===== src/rtl/bgd_fade_ctrl.sv =====
// bgd_fade_ctrl: vsync-paced brightness fade FSM plus 2-stage RGB888 scaler (clk/reset, vsync, fade requests, step_frames, color in/out, level, busy, done)
module bgd_fade_ctrl #(
   parameter int DIM_LEVEL = 8
) (
   input  logic        clk,
   input  logic        reset,
   input  logic        vsync,
   input  logic        fade_out_start,
   input  logic        fade_in_start,
   input  logic [3:0]  step_frames,
   input  logic [23:0] color_in,
   input  logic        color_in_valid,
   output logic [23:0] color_out,
   output logic        color_out_valid,
   output logic [4:0]  level,
   output logic        busy,
   output logic        done
);
   typedef enum logic [1:0] {BRIGHT, FADE_OUT, DIM, FADE_IN} state_t;
   localparam logic [4:0] LO = 5'(DIM_LEVEL);
   state_t state, state_n, rest;
   logic vsync_q, fin, fin_n, edge_v, tick, in_req, out_req, v1;
   logic [3:0] cnt, cnt_n, step_q, step_n;
   logic [4:0] level_n, tgt;
   logic [12:0] pr, pg, pb;
   function automatic logic [7:0] sat(input logic [12:0] p);
      return p[12] ? 8'hFF : p[11:4];
   endfunction
   assign edge_v = vsync & ~vsync_q;
   assign busy = state == FADE_OUT || state == FADE_IN;
   assign tick = edge_v && cnt + 4'd1 == step_q;
   assign tgt = state == FADE_OUT ? LO : 5'd16;
   assign rest = state == FADE_OUT ? DIM : BRIGHT;
   assign in_req = fade_in_start && (state == DIM || state == FADE_OUT);
   assign out_req = fade_out_start && !fade_in_start && (state == BRIGHT || state == FADE_IN);
   always_comb begin
      state_n = state;
      level_n = level;
      cnt_n = cnt;
      step_n = step_q;
      fin_n = 1'b0;
      if (in_req || out_req) begin
         state_n = in_req ? FADE_IN : FADE_OUT;
         cnt_n = 4'd0;
         step_n = step_frames == 4'd0 ? 4'd1 : step_frames;
      end else if (busy) begin
         if (level == tgt) begin
            state_n = rest;
            fin_n = 1'b1;
         end else if (edge_v) begin
            cnt_n = tick ? 4'd0 : cnt + 4'd1;
            if (tick) begin
               level_n = state == FADE_OUT ? level - 5'd1 : level + 5'd1;
               state_n = level_n == tgt ? rest : state;
               fin_n = level_n == tgt;
            end
         end
      end
   end
   always_ff @(posedge clk) begin
      if (reset) begin
         state <= BRIGHT;
         level <= 5'd16;
         cnt <= 4'd0;
         step_q <= 4'd1;
         vsync_q <= 1'b1;
         fin <= 1'b0;
         done <= 1'b0;
         v1 <= 1'b0;
         pr <= '0;
         pg <= '0;
         pb <= '0;
         color_out <= 24'h000000;
         color_out_valid <= 1'b0;
      end else begin
         state <= state_n;
         level <= level_n;
         cnt <= cnt_n;
         step_q <= step_n;
         vsync_q <= vsync;
         fin <= fin_n;
         done <= fin;
         v1 <= color_in_valid;
         pr <= {5'd0, color_in[23:16]} * {8'd0, level};
         pg <= {5'd0, color_in[15:8]} * {8'd0, level};
         pb <= {5'd0, color_in[7:0]} * {8'd0, level};
         color_out_valid <= v1;
         if (v1) color_out <= {sat(pr), sat(pg), sat(pb)};
      end
   end
endmodule


===== config.mk =====
export PLATFORM = sky130hd
export DESIGN_NAME = bgd_fade_ctrl
export DESIGN_NICKNAME = d
export VERILOG_FILES = /design/src/rtl/bgd_fade_ctrl.sv
export SDC_FILE = /design/constraint.sdc
export NUM_CORES = 1
export LEC_CHECK = 0
export ABC_AREA = 1
export BUFFER_PORTS_ARGS = -buffer_cell sky130_fd_sc_hd__buf_2
export CAP_MARGIN = 20
export CORE_MARGIN = 5
export CORE_UTILIZATION = 55
export DETAILED_ROUTE_END_ITERATION = 10
export GPL_ROUTABILITY_DRIVEN = 0
export PLACE_DENSITY = 0.78
export SLEW_MARGIN = 15
export SYNTH_ARGS = -nofsm -noshare
export SYNTH_HDL_FRONTEND = slang
export SYNTH_SLANG_ARGS = --single-unit

===== constraint.sdc =====
create_clock -name clk -period 4.1 [get_ports clk]
set_clock_uncertainty 0.2 [all_clocks]
set_input_delay 0 -clock clk [delete_from_list [all_inputs] [get_ports clk]]
set_output_delay 0 -clock clk [all_outputs]
set_load 0.02 [all_outputs]

Yosys cells after proc, flatten, opt, wreduce, memory -nomap -nowiden:

Cells that the tools add are included.

* multiply operators: 3
* reductions and logical operators: 20
* $add $sub $neg: 3
* eq/ne operators: 6
* bitwise gates (word level): 5
* multiplexer cells: 18

Operators by type and width (count)
* 8-bit by 5-bit multiplier with 13-bit output: 3
* 8-bit two-way mux: 3
* 2-bit two-way mux: 8
* 5-bit == test: 2
* 5-bit two-way mux: 2
* 3-bit nonzero test: 3
* 4-bit two-way mux: 2
* 5-bit by 1-bit adder with 5-bit output, second input constant: 1
* 5-bit AND reduction: 1
* 5-bit by 1-bit subtractor with 5-bit output, second input constant: 1
* 4-bit by 1-bit adder with 4-bit output, second input constant: 1
* 2-bit == test, second input constant: 2
* 4-bit == test: 1
* 1-bit logical AND: 4
* 4-bit zero test: 1
* 1-bit logical OR: 4
* 1-bit NOT: 4
* 4-bit AND reduction: 1
* 1-bit two-way mux: 3
* 3-bit AND reduction: 1
* 3-bit OR reduction: 1
* 2-bit by 1-bit == test with 1-bit output, second input constant: 1
* 2-bit zero test: 1
* 2-bit nonzero test: 1
* other kinds (3): 3

* bits of input ports: 34
* flip-flop bits (word level): 83

Depth between registers and ports, before layout:

Gate-level depths: netlist of the first run.

* word-level depth: 9
* depth in mapped cells: 18
* gate-level depth less buffers: 16

Least setup slack after synthesis of the first run:

Ideal clock, no wire load.

* path type: reg-to-reg
* start: register level[3]
* end: register pg[12]
* path slack: 60 ps
* path buffers: 2
* arrival time: 3726 ps
* clock period less this slack: 4040 ps
* stages on the path, launching flop included: 18
* cell sequence: dfxtp_1 > clkbuf_1 > clkbuf_1 > nand2_1 > inv_1 > fa_1 > fa_1 > inv_1 > fa_1 > inv_1 > ha_1 > a21oi_1 > a21boi_0 > o21ai_0 > a31oi_1 > nand2_1 > nand2_1 > nor2_1

* longest elaborated chain between the ends: 1

Ends and longest elaborated chain
* from (decl): line 15 `output logic [4:0] level,`
* from (signal assigned): line 77 `level <= level_n;`
* 8-bit by 5-bit multiplier with 13-bit output: line 85 `pg <= {5'd0, color_in[15:8]} * {8'd0, level};`
* to (signal assigned): line 85
* to (decl): line 25 `logic [12:0] pr, pg, pb;`

Every way passes these cells.
A chain may end at the register's enable or synchronous reset.

Worst setup path after layout of the first run:

* start: register level[2]
* end: register pb[11]

* longest elaborated chain between the ends: 1

Ends and longest elaborated chain
* 8-bit by 5-bit multiplier with 13-bit output: line 86 `pb <= {5'd0, color_in[7:0]} * {8'd0, level};`
* to (signal assigned): line 86
* to (decl): line 25

Every way passes these cells.

==> results of run 1 <==
-- path summary, 6_finish.rpt --
| check | startpoint | end | slack, ps | depth (start not counted) |
|---|---|---|---|---|
| min reg2reg | fin$_SDFF_PP0_ | done$_SDFF_PP0_ | 220 | 2 |
| max | level[2]$_SDFFE_PP0P_ | pb[11]$_SDFF_PP0_ | 200 | 15 |
| max reg2reg | level[2]$_SDFFE_PP0P_ | pb[11]$_SDFF_PP0_ | 200 | 15 |
| min | color_in[16] | pr[4]$_SDFF_PP0_ | 20 | 4 |
-- per-layer routing --
metal	wire length, um	vias to the layer above	share of wire
met4	203	0	0.014
met1	6930	2549	0.48
met5	0	-	0
met2	6420	151	0.44
li1	-	2887	-
met3	880	15	0.061
-- synthesized netlist by cell type, types with 2 or more instances --
master     count
nand3_1       19
buf_1          3
inv_1        183
ha_1          64
dfxtp_1       71
a211oi_2       2
inv_2          2
a21o_1         3
a21oi_1       60
nor2_1        63
o21ai_1        4
o21bai_1       4
o21a_1         5
nand4_1        8
nor3_1        28
clkinv_1       2
fa_1          52
o2111ai_1      3
o21ai_0       53
xnor2_1        2
clkbuf_1      21
buf_4          4
nand2_1      203
a31oi_1        5
nand2_2        4
a21boi_0       2
-- cells by family after synthesis --
| group | count (synthesis) | share of synthesized area |
|---|---|---|
| xor gates and xnor gates | 3 | 0.00415 |
| buffers and inverters | 217 | 0.132 |
| DFF | 71 | 0.224 |
| and+or+nand+nor | 332 | 0.219 |
| adders and majority gates | 116 | 0.291 |
| AOI/OAI and AO/OA | 146 | 0.130 |
-- power by group through the flow --
stage / combinational [mW] / sequential, mW / clock, mW
final: 0.526 / 0.782 / 0.729
after detailed placement: 0.513 / 0.796 / 0
after CTS: 0.524 / 0.782 / 0.742
after floorplan: 0.364 / 0.807 / 0
after global placement: 0.503 / 0.793 / 0
after global routing: 0.598 / 0.789 / 0.772
-- layout make-up --
class                   count  share of cell area
flip-flops and latches     71               0.198
clock inverters             6             0.00609
clock buffers              10              0.0333
inverters                 187              0.0977
multi-input cells         597               0.568
repair buffers             85              0.0719
well taps                 143              0.0249
-- through the flow --
| stage | power [mW] | area [um^2] | worst slack (ps) | utilization |
|---|---|---|---|---|
| detailed placement | 1.31 | 6790 | 231 | 0.597 |
| floorplan | 1.17 | 6330 | 60.3 | - |
| CTS | 2.05 | 7170 | 222 | 0.631 |
| global placement | 1.30 | 6790 | 321 | 0.597 |
| finish | 2.04 | 7190 | 204 | 0.632 |
| global route | 2.16 | 7190 | 12.7 | 0.632 |
-- layout by cell type, fill, tap and decap left out, types with 2 or more instances in the layout --
master         netlist  layout
a21oi_2              0       2
nand4_1              8       8
dfxtp_1             71      71
o21a_1               5       5
fa_1                52      52
o21ai_0             53      53
nor3_1              28      28
o21bai_1             4       4
inv_6                0       2
inv_2                2       2
inv_1              183     183
a21o_1               3       3
nand2_2              4       4
dlygate4sd3_1        0      10
o21ai_1              4       4
clkinv_2             0       2
nor2_1              63      63
buf_4                4       8
buf_2                1      65
clkbuf_16            0       9
o2111ai_1            3       3
a211oi_2             2       2
a21oi_1             60      58
nand2_1            203     203
xnor2_1              2       2
clkinv_1             2       2
ha_1                64      64
a31oi_1              5       5
nand3_1             19      19
-- registers in the layout, summed over array words and instances, names as in the netlist, 2 cells and up --
register,flops
step_q,4
cnt,4
pg,9
color_out,24
level,5
pb,9
pr,9
state,2
-- worst max-delay path, cell delays in order, from the launching register on --
cell       delay, ps
dfxtp_1          330
buf_4            220
nand2_1           80
inv_1             80
fa_1             440
fa_1             550
inv_1             60
fa_1             530
inv_1             40
ha_1             350
nand2_1           90
nor3_1           190
nand3_1          120
o2111ai_1        130
o21ai_0          100
a21oi_1          270
-- timing repair --
action                     CTS  global route
setup buffers                0             0
setup endpoints to repair    0             4
hold buffers                10             0
hold endpoints to repair    19             0
gates resized for setup      0             5
==> flow_summary.ini, run 1 <==
[critical_path]
cp.required_ps = 4120
crit_fanout = 13
cp.arrival_ps = 3920
crit_path_start_kind = register
endpoint_kind = register
crit_type = register to register

[clock_network]
cts_buffer_depth = 2
cts_made_buffers = 9
h-tree-depth = 3
cts.clk_slew.worst_paths_ps = 60
clock_latency_ps = 340
root_buffer = clkbuf_16
cts.sinks = 71
cts_tree = done

[synth]
synthArstFlopShare = 0
syn-num-nets = 1035
ys_warn_count = 0
synthCells = 885
yosysTopAreaCell = dfxtp_1
syn_area_per_cell_um2 = 7.16
yosysSeqAreaShare = 0.224
ys.flop_type = dfxtp_1
synth-edff-count = 0
synth_area_leaders = dfxtp_1 22%, fa_1 16%, ha_1 13%
yosysTopAreaCellShare = 0.224
synth_cell_types = 41
syn_area_mm2 = 0.00633
ys_seq_elements = 71

[detailed_routing]
drtIter0Drc = 450
avgViaCountPerCell = 5.10
dr.pass1.iters = 4
drc_errors = 0
num_vias = 5602
wl_um = 14400
wl_per_cell_um = 13.1
antenna_left = 0

[power_and_ir_drop]
ir_worst_vdd_mv = 0.325
total_leakage_power_nw = 4.09
pwr_density_cell_mw_per_mm2 = 283
pwr-share-clk = 0.358
internal-power_mw = 1.36
seqPwrFrac = 0.384
switching_share = 0.331
pwr-share-comb = 0.258
power.switching_mw = 0.674

[finish]
nNetsFinal = 1101
fillers = 1002
drive_gt1_frac = 0.116
areaGrowthSynthToFinish_pct = 13.5
multi_input_area_mm2 = 0.00409
seq_area_mm2 = 0.00142
antenna_cells = 0
finalNonFillerCells = 1099

[floorplanning]
start_util = 0.557
core_mm2 = 0.0114
fp.dieW_um = 117
num_rows = 39
die_y_um = 117
dieArea_mm2 = 0.0138
io_pins = 66

[place]
dp.cells = 1073
portBuffers = 65
dpl.hpwl_um = 11200

[timing]
holdWs_ps = 20.6
finalCriticalPeriod_ps = 3900
setup_viol = 0
rsz0062_at_grt = no
hold_violations = 0
min_period_over_period = 0.950
max_freq_mhz = 257
fin_setup_tns_ps = 0
max_slew.worst_pin.slew_ps = 934
drv_slew = 0
slew_headroom = 0.375

[min_path]
hold_path.class = input port to register

[run_status]
status = finished, final reports clean

[grt]
met2_usage = 0.342
met1_usage = 0.310
grt_max_degree = 36
grt_pass1_wl_um = 25600
grt_pass1_vias = 5490
gr-usage-met3 = 0.0452
antenna_found_initial = 0
overflow = 0
busiest_layer = met2
grt_util_all_layers = 0.219

[run]
maxCapViolations = 0
(Power assumes the default switching activity.)
==> inputs of run 2 (changes only) <==
Settings changed: CORE_ASPECT_RATIO from default to 1.75.
==> run 2 against run 1 <==
  * Design area up 0.94%
  * Core utilization up 0.14 points
  * Wire length down 2.5%
  * Die area up 0.62%
  * Clock power up 14%
  * Register-to-register slack better by 30 ps
  * Combinational power down 1%
  * Sequential share of layout area down 0.17 points
  * Critical path depth up 1
  * Cell count down 0.27%
  * Count of clock-buffer cells in the layout down 1
  * Critical endpoint is now pr[9]$_SDFF_PP0_
  * Largest power group is now clock
==> flow_summary.ini, run 2 (same netlist as run 1, synthesis figures left out) <==
[floorplanning]
core_mm2 = 0.0115
io_pins = 66
fp.dieW_um = 91.1
start_util = 0.553
dieArea_mm2 = 0.0138
num_rows = 52
die_y_um = 152

[power_and_ir_drop]
ir_worst_vdd_mv = 0.335
pwr-share-comb = 0.245
pwr_density_cell_mw_per_mm2 = 293
pwr-share-clk = 0.390
switching_share = 0.310
internal-power_mw = 1.47
total_leakage_power_nw = 4.12
power.switching_mw = 0.659
seqPwrFrac = 0.365

[run]
maxCapViolations = 0

[finish]
layout.cells.most_common_list = 203 x nand2_1, 183 x inv_1, 70 x dfxtp_1
multi_input_area_mm2 = 0.00408
seq_area_mm2 = 0.00142
final_common_cell = nand2_1
areaGrowthSynthToFinish_pct = 14.5
nNetsFinal = 1105
top_register = color_out
fillers = 1045
drive_gt1_frac = 0.118
largest_reg_flops = 24

[timing]
fin_setup_tns_ps = 0
setup_viol = 0
max_freq_mhz = 259
hold_violations = 0
drv_slew = 0
finalCriticalPeriod_ps = 3870
min_period_over_period = 0.943
max_slew.worst_pin.slew_ps = 879
holdWs_ps = 51.1
rsz0062_at_grt = no
slew_headroom = 0.412

[grt]
overflow = 0
grt_pass1_vias = 5816
antenna_found_initial = 0
grt_max_degree = 44
grt_util_all_layers = 0.216
grt_pass1_wl_um = 25200

[critical_path]
crit_type = register to register
r2r_cells = 16
path_buf_inv = 5
cp.arrival_ps = 3890
crit_fanout = 13
max_stage_delay_ps = 490
critical_path.cell_chain = buf_12 > buf_4 > nand2_1 > inv_1 > fa_1 > fa_1 > inv_1 > fa_1 > inv_1 > ha_1 > nand2_1 > o21ai_0 > a21oi_1 > o21ai_0 > a21oi_1 > o21a_1
endpoint_kind = register
cp.depth = 16
crit_path_start_kind = register
crit_slowest_cell = fa_1
crit_family = adder cells
cp.required_ps = 4130

[detailed_routing]
drc_errors = 0
drtIter0Drc = 194
wl_per_cell_um = 12.8
num_vias = 5698
dr.pass1.iters = 5
antenna_left = 0
wl_um = 14100
avgViaCountPerCell = 5.20

[min_path]
hold_depth = 4
hold_path.class = input port to register

[place]
portBuffers = 65
dpl.hpwl_um = 11000

[clock_network]
h-tree-depth = 3
cts_setup_buffers = 0
clock_latency_ps = 330
cts.clk_slew.worst_paths_ps = 50
cts_made_buffers = 9
cts_buffer_depth = 2
cts.sinks = 71
cts_tree = done
root_buffer = clkbuf_16

[run_status]
status = finished, final reports clean
==> run 2: changes by cell type in the layout (fill, tap and decap cells not counted), sizes merged <==
cell / previous run / this run
buf: 75 / 78
bufinv: 0 / 2
inv: 187 / 185
clkbuf: 10 / 9
clkinvlp: 1 / 2
diode: 0 / 1
dlygate4sd3: 10 / 11
==> run 2: stage by stage <==
stage	instance area [um^2]	power, mW	util	worst slack [ps]	instances
final	7250	2.13	0.634	234	1096
after global routing	7250	2.26	0.633	1.44	1095
after CTS	7250	2.14	0.633	217	1095
after detailed placement	6810	1.30	0.595	233	1068
after global placement	6810	1.29	0.595	317	1068
after floorplan	6330	1.17	-	60.3	885
==> run 2: what timing repair did <==
action / CTS / global route
hold endpoints to repair: 20 / 0
hold buffers: 11 / 0
gates resized for setup: 0 / 4
endpoints found under the setup margin: 0 / 6
==> run 2: worst min-delay path, cell delays in order <==
cell and delay [ps]:
buf_2 130, nand4_1 90, o21bai_1 140, a21oi_1 170
==> run 2: final cells by class <==
type                            instances  area share
Tap cell                              135      0.0233
Clock buffer                            9      0.0310
Inverter                              187      0.0968
Sequential cell                        71       0.196
Timing Repair Buffer                   89      0.0769
Multi-Input combinational cell        597       0.562
Antenna cell                            1    0.000345
Clock inverter                          7      0.0135
==> run 2: worst paths after layout <==
check	end	slack, ps	start
worst max-delay path	pr[9]$_SDFF_PP0_	230	level[3]$_SDFFE_PP0P_
worst min-delay path	pg[4]$_SDFF_PP0_	50	color_in[8]
worst max register to register	pr[9]$_SDFF_PP0_	230	level[3]$_SDFFE_PP0P_
worst min register to register	done$_SDFF_PP0_	220	fin$_SDFF_PP0_
==> run 2: metal layers <==
metal,vias to the layer above,track usage,share of wire
met5,-,0,0
met4,0,0.0797,0.024
met3,25,0.0336,0.046
met2,107,0.413,0.55
met1,2669,0.233,0.38
li1,2897,-,-
==> run 2: power by group through the flow <==
stage               Sequential (mW)  Combinational [mW]  Clock (mW)
finish                        0.777               0.521       0.829
global route                  0.785               0.598       0.881
CTS                           0.777               0.522       0.845
detailed placement            0.790               0.511           0
global placement              0.790               0.501           0
floorplan                     0.807               0.364           0
==> inputs of run 3 (changes only) <==
Settings changed: CAP_MARGIN 20 to 0, CORE_MARGIN 5 to default, CTS_CLUSTER_SIZE from default to 10.
==> run 3 against run 2 <==
  * Wire length fell by 2.2%
  * Clock power fell by 7.5%
  * Non-clock buffer count rose by 3
  * Design area fell by 0.12%
  * Critical endpoint is now pg[9]$_SDFF_PP0_
  * Combinational power barely moved
  * First-iteration DRC count rose by 3.1%
  * Sequential power barely moved
  * Maximum frequency rose by 0.68%
  * Hold slack got worse by 1.9 ps
  * Largest cell class unchanged
  * Critical path depth fell by 3
  * Largest power group is now sequential cells
  * Die area fell by 14%
  * Global-route usage rose by 2.8 points
  * Highest routed layer unchanged
==> flow_summary.ini, run 3 (same netlist as run 1, synthesis figures left out) <==
[critical_path]
r2r-start = level[3]$_SDFFE_PP0P_
crit_fanout = 23
endpoint_kind = register
rrSetupSlack_ps = 260
crit_path_start_kind = register
startpoint = level[3]$_SDFFE_PP0P_
cp.required_ps = 4170
cp.arrival_ps = 3920
crit_type = register to register

[grt]
grt_pass1_wl_um = 23600
grt_pass1_vias = 5572
grt_util_all_layers = 0.244
antenna_found_initial = 0
overflow = 0
grt_max_degree = 53

[power_and_ir_drop]
ir_worst_vdd_mv = 0.316
pwr_density_cell_mw_per_mm2 = 285
total_leakage_power_nw = 4.11

[clock_network]
cts_tree = done
clock_latency_ps = 340
cts_setup_buffers = 0
cts_made_buffers = 9
cts.sinks = 71
cts_buffer_depth = 2
h-tree-depth = 3
cts.clk_slew.worst_paths_ps = 60
root_buffer = clkbuf_16

[timing]
finalCriticalPeriod_ps = 3840
slew_headroom = 0.394
drv_slew = 0
hold_violations = 0
fin_setup_tns_ps = 0
setup_viol = 0
max_freq_mhz = 260
rsz0062_at_grt = no
holdWs_ps = 49.1
fin_ws_ps = 260
min_period_over_period = 0.937
max_slew.worst_pin.slew_ps = 905

[detailed_routing]
antenna_left = 0
wl_um = 13800
drtIter0Drc = 200
avgViaCountPerCell = 5.17
dr.pass1.iters = 7
num_vias = 5665
drc_errors = 0
wl_per_cell_um = 12.6

[finish]
nNetsFinal = 1108
drive_gt1_frac = 0.118
fin_util = 0.649
design_area_mm2 = 0.00725
top_register = color_out
antenna_cells = 0
layout.cells.most_common_list = 203 x nand2_1, 183 x inv_1, 70 x dfxtp_1
largest_reg_flops = 24
areaGrowthSynthToFinish_pct = 14.4
final_common_cell = nand2_1

[place]
dpl.hpwl_um = 10700
portBuffers = 65
placed_area_mm2 = 0.00683
dp_slack_ps = 147

[min_path]
hold_path.class = input port to register
hold_path.startpoint = color_in[8]

[floorplanning]
die_y_um = 144
io_pins = 66
start_util = 0.567
dieArea_mm2 = 0.0120
fp.dieW_um = 83.1
core_mm2 = 0.0112
num_rows = 51

[run_status]
status = finished, final reports clean

[run]
maxCapViolations = 0
run 3: cell count changes in the layout (fill, tap and decap cells not counted):
cell / change
diode_2: -1
o21ai_1: +1
o21ai_0: -1
buf_4: +2
clkinvlp_4: +2
clkinv_4: -1
dlygate4sd3_1: +1
bufinv_16: -1
a21boi_0: +1
a21boi_2: -1
run 3: through the flow:
stage	std cells	total power [mW]
after floorplan	885	1.17
after global placement	1067	1.29
after detailed placement	1067	1.30
after CTS	1095	2.08
after global routing	1095	2.19
final	1095	2.07
run 3: report_power, final:
part	switching, mW	internal [mW]	total (mW)
Sequential	0.0297	0.748	0.778
Combinational	0.335	0.188	0.524
Clock	0.297	0.470	0.767
run 3: repair_timing:
item | CTS | global route
hold buffers | 12 | 0
resized for setup | 0 | 3
endpoints found under the hold margin | 20 | 0
setup endpoints to repair | 0 | 3
run 3: worst max-delay path, cell delays in order, from the launching register on:
cell and delay, ps:
dfxtp_1 370, buf_12 170, nand2_1 80, fa_1 500
fa_1 530, fa_1 550, inv_1 40, ha_1 390
a21oi_1 110, o21ai_0 300, a21oi_1 110, o21ai_1 180
o21ai_0 90, a21oi_1 130
run 3: path summary, 6_finish.rpt:
kind              cells past startpoint               end
setup reg to reg                     13  pg[9]$_SDFF_PP0_
hold reg to reg                       2   done$_SDFF_PP0_
hold / removal                        4  pg[4]$_SDFF_PP0_
setup / recovery                     13  pg[9]$_SDFF_PP0_
run 3: metal layers:
metal	routed length, um	track usage	part of all wire	up-vias
met1	5320	0.247	0.39	2654
met5	0	0	0	-
met4	358	0.111	0.026	0
met2	7670	0.484	0.56	94
met3	430	0.0373	0.031	26
li1	-	-	-	2891
run 3: final cells by class:
cell class              count  area (um^2)
multi-input cells         597         4070
fillers                  1004         3920
flip-flops and latches     71         1420
inverters                 187          702
repair buffers             92          583
clock buffers               9          225
well taps                 132          165
clock inverters             7         73.8
